==> src/rtl/load_store_sequencer.sv <==
// Load/store sequencer: turns one core access into one or two word-aligned
// req/gnt/rvalid bus beats, with byte enables, store shifting and load extension.
module load_store_sequencer #(
  parameter int unsigned TIMEOUT  = 255,
  parameter bit          SPLIT_EN = 1'b1
) (
  input  logic        clk,
  input  logic        rst_n,
  input  logic        lsu_valid,
  input  logic [6:0]  lsu_opcode,
  input  logic [2:0]  lsu_fn3,
  input  logic [31:0] lsu_addr,
  input  logic [31:0] lsu_wdata,
  output logic        lsu_busy,
  output logic        lsu_done,
  output logic        lsu_err,
  output logic [31:0] lsu_rdata,
  output logic        mem_req,
  output logic        mem_we,
  output logic [31:0] mem_addr,
  output logic [3:0]  mem_be,
  output logic [31:0] mem_wdata,
  input  logic        mem_gnt,
  input  logic        mem_rvalid,
  input  logic [31:0] mem_rdata
);
  localparam int unsigned CW        = $clog2(TIMEOUT + 1);
  localparam logic [6:0]  OP_LOAD   = 7'b0000011;
  localparam logic [6:0]  OP_STORE  = 7'b0100011;

  typedef enum logic [2:0] {S_IDLE, S_REQ0, S_WAIT0, S_REQ1, S_WAIT1, S_RESP} state_t;

  state_t        state, state_n;
  logic          is_store_q, is_store_n;
  logic [2:0]    fn3_q, fn3_n;
  logic [1:0]    off_q, off_n;
  logic          split_q, split_n;
  logic [29:0]   waddr_q, waddr_n;
  logic [7:0]    mask_q, mask_n;
  logic [63:0]   data_q, data_n;
  logic          err_q, err_n;
  logic [31:0]   beat0_q, beat0_n, beat1_q, beat1_n;
  logic [CW-1:0] cnt_q, cnt_n;

  logic          lsu_busy_n, lsu_done_n, lsu_err_n, mem_req_n, mem_we_n;
  logic [31:0]   lsu_rdata_n, mem_addr_n, mem_wdata_n;
  logic [3:0]    mem_be_n;

  logic          dec_ok, dec_load, dec_store, dec_split;
  logic [3:0]    dec_size;
  logic [7:0]    dec_mask;
  logic          beat_ok;
  logic [31:0]   raw, ext;

  // Access decode of the incoming request (only consumed in IDLE)
  always_comb begin
    dec_load  = (lsu_opcode == OP_LOAD);
    dec_store = (lsu_opcode == OP_STORE);
    dec_ok    = 1'b1;
    dec_size  = 4'd4;
    case (lsu_fn3)
      3'b000:  dec_size = 4'd1;
      3'b001:  dec_size = 4'd2;
      3'b010:  dec_size = 4'd4;
      3'b011:  begin dec_size = 4'd1; dec_ok = dec_load; end
      3'b100:  begin dec_size = 4'd2; dec_ok = dec_load; end
      default: dec_ok = 1'b0;
    endcase
    dec_split = ({2'b00, lsu_addr[1:0]} + dec_size) > 4'd4;
    dec_mask  = 8'((8'd1 << dec_size) - 8'd1) << lsu_addr[1:0];
  end

  // Next-state and next-output logic
  always_comb begin
    state_n     = state;
    is_store_n  = is_store_q;
    fn3_n       = fn3_q;
    off_n       = off_q;
    split_n     = split_q;
    waddr_n     = waddr_q;
    mask_n      = mask_q;
    data_n      = data_q;
    err_n       = err_q;
    beat0_n     = beat0_q;
    beat1_n     = beat1_q;
    cnt_n       = cnt_q + CW'(1);
    beat_ok     = 1'b0;
    lsu_busy_n  = 1'b0;
    lsu_done_n  = 1'b0;
    lsu_err_n   = 1'b0;
    lsu_rdata_n = '0;
    mem_req_n   = 1'b0;
    mem_we_n    = 1'b0;
    mem_addr_n  = '0;
    mem_be_n    = '0;
    mem_wdata_n = '0;

    case (state)
      S_IDLE: begin
        cnt_n = '0;
        if (lsu_valid && (dec_load || dec_store)) begin
          is_store_n = dec_store;
          fn3_n      = lsu_fn3;
          off_n      = lsu_addr[1:0];
          split_n    = dec_split;
          waddr_n    = lsu_addr[31:2];
          mask_n     = dec_mask;
          data_n     = 64'(lsu_wdata) << {lsu_addr[1:0], 3'b000};
          beat0_n    = '0;
          beat1_n    = '0;
          if (!dec_ok || (dec_split && !SPLIT_EN)) begin
            err_n   = 1'b1;
            state_n = S_RESP;
          end else begin
            err_n   = 1'b0;
            state_n = S_REQ0;
          end
        end
      end
      S_REQ0, S_WAIT0: begin
        // rvalid only counts once the grant has been seen (same cycle allowed)
        beat_ok = mem_rvalid && ((state == S_WAIT0) || mem_gnt);
        if (beat_ok) begin
          beat0_n = mem_rdata;
          state_n = split_q ? S_REQ1 : S_RESP;
        end else if (cnt_q == CW'(TIMEOUT - 1)) begin
          err_n   = 1'b1;
          state_n = S_RESP;
        end else if ((state == S_REQ0) && mem_gnt) begin
          state_n = S_WAIT0;
        end
      end
      S_REQ1, S_WAIT1: begin
        beat_ok = mem_rvalid && ((state == S_WAIT1) || mem_gnt);
        if (beat_ok) begin
          beat1_n = mem_rdata;
          state_n = S_RESP;
        end else if (cnt_q == CW'(TIMEOUT - 1)) begin
          err_n   = 1'b1;
          state_n = S_RESP;
        end else if ((state == S_REQ1) && mem_gnt) begin
          state_n = S_WAIT1;
        end
      end
      S_RESP:  state_n = S_IDLE;
      default: state_n = S_IDLE;
    endcase

    if (((state_n == S_REQ0) || (state_n == S_REQ1)) && (state_n != state)) begin
      cnt_n = '0;
    end

    raw = 32'({beat1_n, beat0_n} >> {off_q, 3'b000});
    case (fn3_q)
      3'b000:  ext = {{24{raw[7]}}, raw[7:0]};
      3'b001:  ext = {{16{raw[15]}}, raw[15:0]};
      3'b011:  ext = {24'b0, raw[7:0]};
      3'b100:  ext = {16'b0, raw[15:0]};
      default: ext = raw;
    endcase

    lsu_busy_n = (state_n != S_IDLE);
    case (state_n)
      S_REQ0: begin
        mem_req_n   = 1'b1;
        mem_we_n    = is_store_n;
        mem_addr_n  = {waddr_n, 2'b00};
        mem_be_n    = mask_n[3:0];
        mem_wdata_n = data_n[31:0];
      end
      S_REQ1: begin
        mem_req_n   = 1'b1;
        mem_we_n    = is_store_n;
        mem_addr_n  = {waddr_n + 30'd1, 2'b00};
        mem_be_n    = mask_n[7:4];
        mem_wdata_n = data_n[63:32];
      end
      S_RESP: begin
        lsu_done_n = 1'b1;
        lsu_err_n  = err_n;
        if (!err_n && !is_store_n) lsu_rdata_n = ext;
      end
      default: ;
    endcase
  end

  // State, context and registered outputs
  always_ff @(posedge clk or negedge rst_n) begin
    if (!rst_n) begin
      state      <= S_IDLE;
      is_store_q <= 1'b0;
      fn3_q      <= '0;
      off_q      <= '0;
      split_q    <= 1'b0;
      waddr_q    <= '0;
      mask_q     <= '0;
      data_q     <= '0;
      err_q      <= 1'b0;
      beat0_q    <= '0;
      beat1_q    <= '0;
      cnt_q      <= '0;
      lsu_busy   <= 1'b0;
      lsu_done   <= 1'b0;
      lsu_err    <= 1'b0;
      lsu_rdata  <= '0;
      mem_req    <= 1'b0;
      mem_we     <= 1'b0;
      mem_addr   <= '0;
      mem_be     <= '0;
      mem_wdata  <= '0;
    end else begin
      state      <= state_n;
      is_store_q <= is_store_n;
      fn3_q      <= fn3_n;
      off_q      <= off_n;
      split_q    <= split_n;
      waddr_q    <= waddr_n;
      mask_q     <= mask_n;
      data_q     <= data_n;
      err_q      <= err_n;
      beat0_q    <= beat0_n;
      beat1_q    <= beat1_n;
      cnt_q      <= cnt_n;
      lsu_busy   <= lsu_busy_n;
      lsu_done   <= lsu_done_n;
      lsu_err    <= lsu_err_n;
      lsu_rdata  <= lsu_rdata_n;
      mem_req    <= mem_req_n;
      mem_we     <= mem_we_n;
      mem_addr   <= mem_addr_n;
      mem_be     <= mem_be_n;
      mem_wdata  <= mem_wdata_n;
    end
  end

endmodule

==> config.mk <==
export PLATFORM = sky130hd
export DESIGN_NAME = load_store_sequencer
export DESIGN_NICKNAME = d
export VERILOG_FILES = /design/src/rtl/load_store_sequencer.sv
export SDC_FILE = /design/constraint.sdc
export NUM_CORES = 1
export LEC_CHECK = 0
export ABC_AREA = 1
export BUFFER_PORTS_ARGS = -buffer_cell sky130_fd_sc_hd__buf_4
export CAP_MARGIN = 30
export CORE_ASPECT_RATIO = 1.25
export CORE_MARGIN = 2
export CORE_UTILIZATION = 55
export CTS_CLUSTER_SIZE = 14
export DETAILED_ROUTE_END_ITERATION = 12
export PLACE_DENSITY = 0.78
export SLEW_MARGIN = 10
export SYNTH_ARGS = -nofsm -noshare
export SYNTH_HDL_FRONTEND = slang
export SYNTH_SLANG_ARGS = --single-unit
==> constraint.sdc <==
create_clock -name clk -period 4.5 [get_ports clk]
set_input_delay 0.225 -clock clk [delete_from_list [all_inputs] [get_ports clk]]
set_output_delay 0.225 -clock clk [all_outputs]
set_load 0.02 [all_outputs]
# ---- Word-level counts from Yosys, hierarchy flattened
# Cells that the tools add are included.
# Widths: inputs -> output; s select.
dict set report op_classes {
  mux 44
  shift 4
  n_lt_le_gt_ge 1
  n_addsub 4
  reduce_logical 25
  n_eq_ne 18
}
# operator count
set op_table {}
lappend op_table {{$pmux 32 s2} 4}
lappend op_table {{$mux 32} 6}
lappend op_table {{$mux 64} 2}
lappend op_table {{$pmux 32 s4} 1}
lappend op_table {{$shl 32x5->64} 1}
lappend op_table {{$shr 64x5->32} 1}
lappend op_table {{$mux 30} 2}
lappend op_table {{$mux 8} 4}
lappend op_table {{$add 30x1->30 const B} 1}
lappend op_table {{$mux 3} 9}
lappend op_table {{$eq 3x2->1 const B} 6}
lappend op_table {{$eq 3x1->1 const B} 4}
lappend op_table {{$eq 3x3->1 const B} 4}
lappend op_table {{$reduce_or 2->1} 6}
lappend op_table {{$mux 1} 11}
lappend op_table {{$logic_not 3->1} 3}
lappend op_table {{$pmux 3 s3} 1}
lappend op_table {{$add 8x1->8 const B} 1}
lappend op_table {{$eq 8x8->1 const B} 1}
lappend op_table {{$pmux 4 s2} 1}
lappend op_table {{$shl 1x4->8 const A} 1}
lappend op_table {{$shl 8x2->8} 1}
lappend op_table {{$sub 8x1->8 const B} 1}
lappend op_table {{$eq 7x2->1 const B} 1}
lappend op_table {{other kinds (13)} 23}
dict set report totals {
  elab_cells 117
  input_bits 111
  register_bits 290
}

# ---- Depth between registers and ports, before layout
dict set report logic_depth {
  word_depth 10
  ltp_mapped 17
  mapped_depth_nobuf 16
}

# ---- Worst setup path before layout
# Ideal clock, no wire load.
dict set report synth_path {
  path_type {register to register}
  start {register state[0]}
  end {register mem_addr[20]}
  arrival_time_ps 2219
  period_less_slack_ps 2336
  setup_ps 117
  stages_incl_launch_ff 17
  slack_ps 2164
  n_path_buf 1
  cell_sequence {dfrtp_1 > inv_2 > nand2_4 > nor2_8 > nand3_4 > buf_6 > nand2_1 > o21ai_1 > inv_1 > ha_1 > nand2_1 > nor2_2 > nand2_1 > nor2_1 > nand3_1 > nand3_1 > nand2_1}
}
dict set report synth_via {
  word_cells_on_any_way 26
  classes_between {1 x add/sub; 6 x eq/ne; 10 x mux; 9 x reduce/logical}
}
# element line_no
set synth_lines {}
lappend synth_lines {{start, declared} 33} ;# state_t state, state_n;
lappend synth_lines {{start signal, assigned} 212} ;# state <= state_n;
lappend synth_lines {{$logic_not 3->1} 98} ;# case (state)
lappend synth_lines {{$mux 30} 98}
lappend synth_lines {{named net waddr_n[0]} 38} ;# logic [29:0] waddr_q, waddr_n;
lappend synth_lines {{$add 30x1->30} 174} ;# mem_addr_n = {waddr_n + 30'd1, 2'b00};
lappend synth_lines {{$pmux 32 s2} 163} ;# case (state_n)
lappend synth_lines {{named net mem_addr_n[20]} 46} ;# logic [31:0] lsu_rdata_n, mem_addr_n, mem_wdata_n;
lappend synth_lines {{end signal, assigned} 230} ;# mem_addr <= mem_addr_n;
lappend synth_lines {{end, declared} 20} ;# output logic [31:0] mem_addr,
# The timed path passes the listed nets, and every way through them passes these cells.
# A chain may end at the register's enable or synchronous reset.

# ---- Worst setup path after layout
dict set report layout_path {
  start {register state[1]}
  end {register mem_wdata[11]}
}
dict set report layout_via {
  elab_chain_cells 8
  word_cells_on_any_way 25
  classes_between {6 x eq/ne; 10 x mux; 9 x reduce/logical}
}
# element line_no
set layout_rtl {}
lappend layout_rtl {{$eq 3x2->1 or $eq 3x1->1 (tied branches)} {98, 141, 129}}
lappend layout_rtl {{$logic_and 1x1->1, on equally long branches} {141, 129}}
lappend layout_rtl {{$mux 3, on equally long branches} {141, 129}}
lappend layout_rtl {{$mux 3, on equally long branches} {138, 126}}
lappend layout_rtl {{$mux 3, on equally long branches} {135, 123}}
lappend layout_rtl {{$pmux 3 s3 *} 98}
lappend layout_rtl {{named net state_n[1]} 33}
lappend layout_rtl {{$eq 3x2->1 or $eq 3x1->1 (tied branches)} 163}
lappend layout_rtl {{$pmux 32 s2 *} 163}
lappend layout_rtl {{named net mem_wdata_n[11]} 46}
lappend layout_rtl {{end signal, assigned} 232} ;# mem_wdata <= mem_wdata_n;
lappend layout_rtl {{end, declared} 22} ;# output logic [31:0] mem_wdata,
# The timed path passes the listed nets; every way through them passes the cells marked *.

==> results.toml <==
[synthesis]
synth_top_family_by_area = "simple AND/OR/NAND/NOR gates"
ys.flop_type = "dfrtp_1"
netlist_area_sq_um = 13800
yosysSeqAreaShare = 0.507
yosysTopAreaCellShare = 0.507
ys_types = 51
synth_most_common_cell = "nand2_1"
netlist_top_cells_area = "dfrtp_1, nand2_1, nand3_1"
synth_commonest_cells = "nand2_1, dfrtp_1, nand3_1"
yosysTopAreaCell = "dfrtp_1"
synth_compound_area_frac = 0.0977
synthXorXnorAreaFrac = 0.00253
postSynthAreaPerCell_sq_um = 7.86
synth_warnings = 0
synth-edff-count = 0
synthCells = 1759
synthSimpleGateAreaFrac = 0.305
synthMuxAreaShare = 0.00868
synth_adder_area_share = 0.00597
async_flop_share = 1.00
ys_ff_latch = 280

[global_route]
grt_pass1_wl_um = 67500
grt.total_usage = 0.320
antenna_found_initial = 0
overflow = 0
grt_pass1_vias = 12700
grt_max_degree = 93

[setup_path]
worstPathRequired_ns = 5.00
critPathBufInv = 3
path_common_cell = "nand2_1"
start_kind = "flop"
crit_family = "simple AND/OR/NAND/NOR gates"
crit_path_max_fanout = 38
rrSetupSlack_ns = 1.16
r2r-end = "mem_wdata[11]"
worstSetupPathType = "flop to flop"
cp_data_arrival_time_ns = 3.84
slowest_delay_ns = 0.56
worstPathCellList = "nor2_1 -> nand2_1 -> nand2_1 -> nand2_2 -> inv_2 -> nor3_1 -> nand3_1 -> nand2_2 -> nand2_2 -> inv_2 -> buf_4 -> nand2_1 -> nand2_1"
endpoint_kind = "flop"
critical-path-slowest-cell = "inv_2"
worstReg2RegStart = "state[1]"
reg2reg_depth = 13

[clock_network]
cts_sinks = 280
cts.clk_slew.worst_paths_ns = 0.06
ctsHoldBuffers = 37
cts_tree = "built"
insertion_delay_ns = 0.56
post-cts-setup-buffers = 0
clock_path_buffers = 3
numCtsBuffers = 29
root_buffer = "clkbuf_16"
h-tree-depth = 1
cts_resized = 0

[route]
routed_wl_um = 42000
drt_first_pass_iters = 6
post-route-drc-count = 0
drt_iter0_drc = 989
via_per_inst = 5.53
via_count = 12900
antenna_left = 0
wire_per_inst_um = 18.0

[sta]
tns_ns = 0
hold_ws_ns = 0.0110
rsz0062_at_grt = "no"
fmax_mhz = 299
worst_pin_slew_ns = 0.945
finalHoldViolations = 0
period_share = 0.743
slew_headroom = 0.370
skew_ns = 0.0113
min_period_ns = 3.34
fin_ws_ns = 1.16
drv_slew = 0
finalSetupViolCount = 0

[power]
cellPowerDensity_nw_per_um2 = 392
leakagePower_nw = 9.06
ir_worst_vdd_mv = 0.332

[placement]
hpwl_um = 28600
dp_slack_ns = 1.24
place_inst = 2238
port_buffers = 213
gp_congestion = 1.03

[die]
start_util = 0.563
die_h_um = 181
core_area_sq_um = 24600
dieWidth_um = 146
rows = 64
pin_count = 216
dieArea_sq_um = 26400

[worst_hold_path]
worst_hold_path_type = "primary input to flop"
min_to = "beat1_q[23]"
min-delay-start = "mem_rdata[23]"
holdPathStages = 3

[cells_and_area]
seqCellArea_sq_um = 7010
layout.nets = 2093
stdcell_count = 2328
drive_above_1_share = 0.185
syn_to_final_growth_pct = 23.0
multi_input_area_sq_um = 5810
fillers = 2016
insertedDiodeCount = 0

[status]
status = "finished, final reports clean"

[run]
maxCapViolCount = 0
[worst min-delay path, cell delays in order]
cell     delay [ns]
buf_4          0.11
inv_1          0.08
o21ai_1        0.10
[area by class of cell]
class                   count  share of cell area
inverters                 159              0.0352
clock buffers              40              0.0492
flip-flops and latches    280               0.412
clock inverters            13              0.0137
multi-input cells        1239               0.341
well taps                 330              0.0243
repair buffers            267               0.124
[where the power goes]
| group | leakage (nW) | switching [mW] | internal, mW |
|---|---|---|---|
| clock network | 0.527 | 1.02 | 1.64 |
| logic | 4.75 | 0.799 | 0.388 |
| registers | 3.79 | 0.0785 | 2.73 |
| total | 9.06 | 1.90 | 4.77 |
[worst max-delay path by stage]
stage,depth (start not counted),start,to,slack (ns)
after CTS,13,state[1],mem_wdata[11],1.24
after global routing,13,state[1],mem_wdata[11],0.79
after global placement,13,state[1],mem_wdata[17],1.37
after floorplan,16,state[0],mem_addr[20],2.16
after detailed placement,13,state[1],mem_wdata[17],1.24
final,13,state[1],mem_wdata[11],1.16
[cell families after synthesis]
| kind of cell | Yosys count |
|---|---|
| xor gates and xnor gates | 4 |
| other | 1 |
| buffers and inverters | 241 |
| adders and majority gates | 6 |
| muxes | 12 |
| and+or+nand+nor | 987 |
| AOI/OAI and AO/OA | 228 |
| DFF | 280 |
[layer usage]
layer | GRT usage | part of all wire
met1 | 0.395 | 0.38
met2 | 0.555 | 0.50
met3 | 0.0470 | 0.069
met5 | 0 | 0
met4 | 0.147 | 0.047
[stage by stage]
step	utilization	power, mW	area [sq um]
after detailed placement	0.634	3.99	15600
after CTS	0.692	6.67	17000
after floorplan	-	3.58	13800
after global routing	0.692	6.96	17000
after global placement	0.634	3.96	15600
final	0.692	6.66	17000
[sequential cells by signal (all words and copies together) (netlist names)]
name / flops
data_q: 64
beat0_q: 32
lsu_rdata: 32
mem_wdata: 32
mem_addr: 30
waddr_q: 30
beat1_q: 24
cnt_q: 8
mask_q: 8
mem_be: 4
fn3_q: 3
state: 3
off_q: 2
err_q: 1
is_store_q: 1
lsu_busy: 1
lsu_done: 1
lsu_err: 1
mem_req: 1
mem_we: 1
split_q: 1
[cell usage in the layout (no fill, tap or decap), drive strengths merged, types with 33 or more instances in the layout]
cell type | netlist | routed
nand2 | 630 | 630
buf | 51 | 230
dlygate4sd3 | 0 | 37
o211ai | 33 | 33
nand3 | 189 | 189
inv | 157 | 158
clkbuf | 31 | 40
nor2 | 148 | 148
a21oi | 38 | 38
o21ai | 129 | 129
dfrtp | 280 | 280
Note: power is estimated with default switching activity, not from simulation.
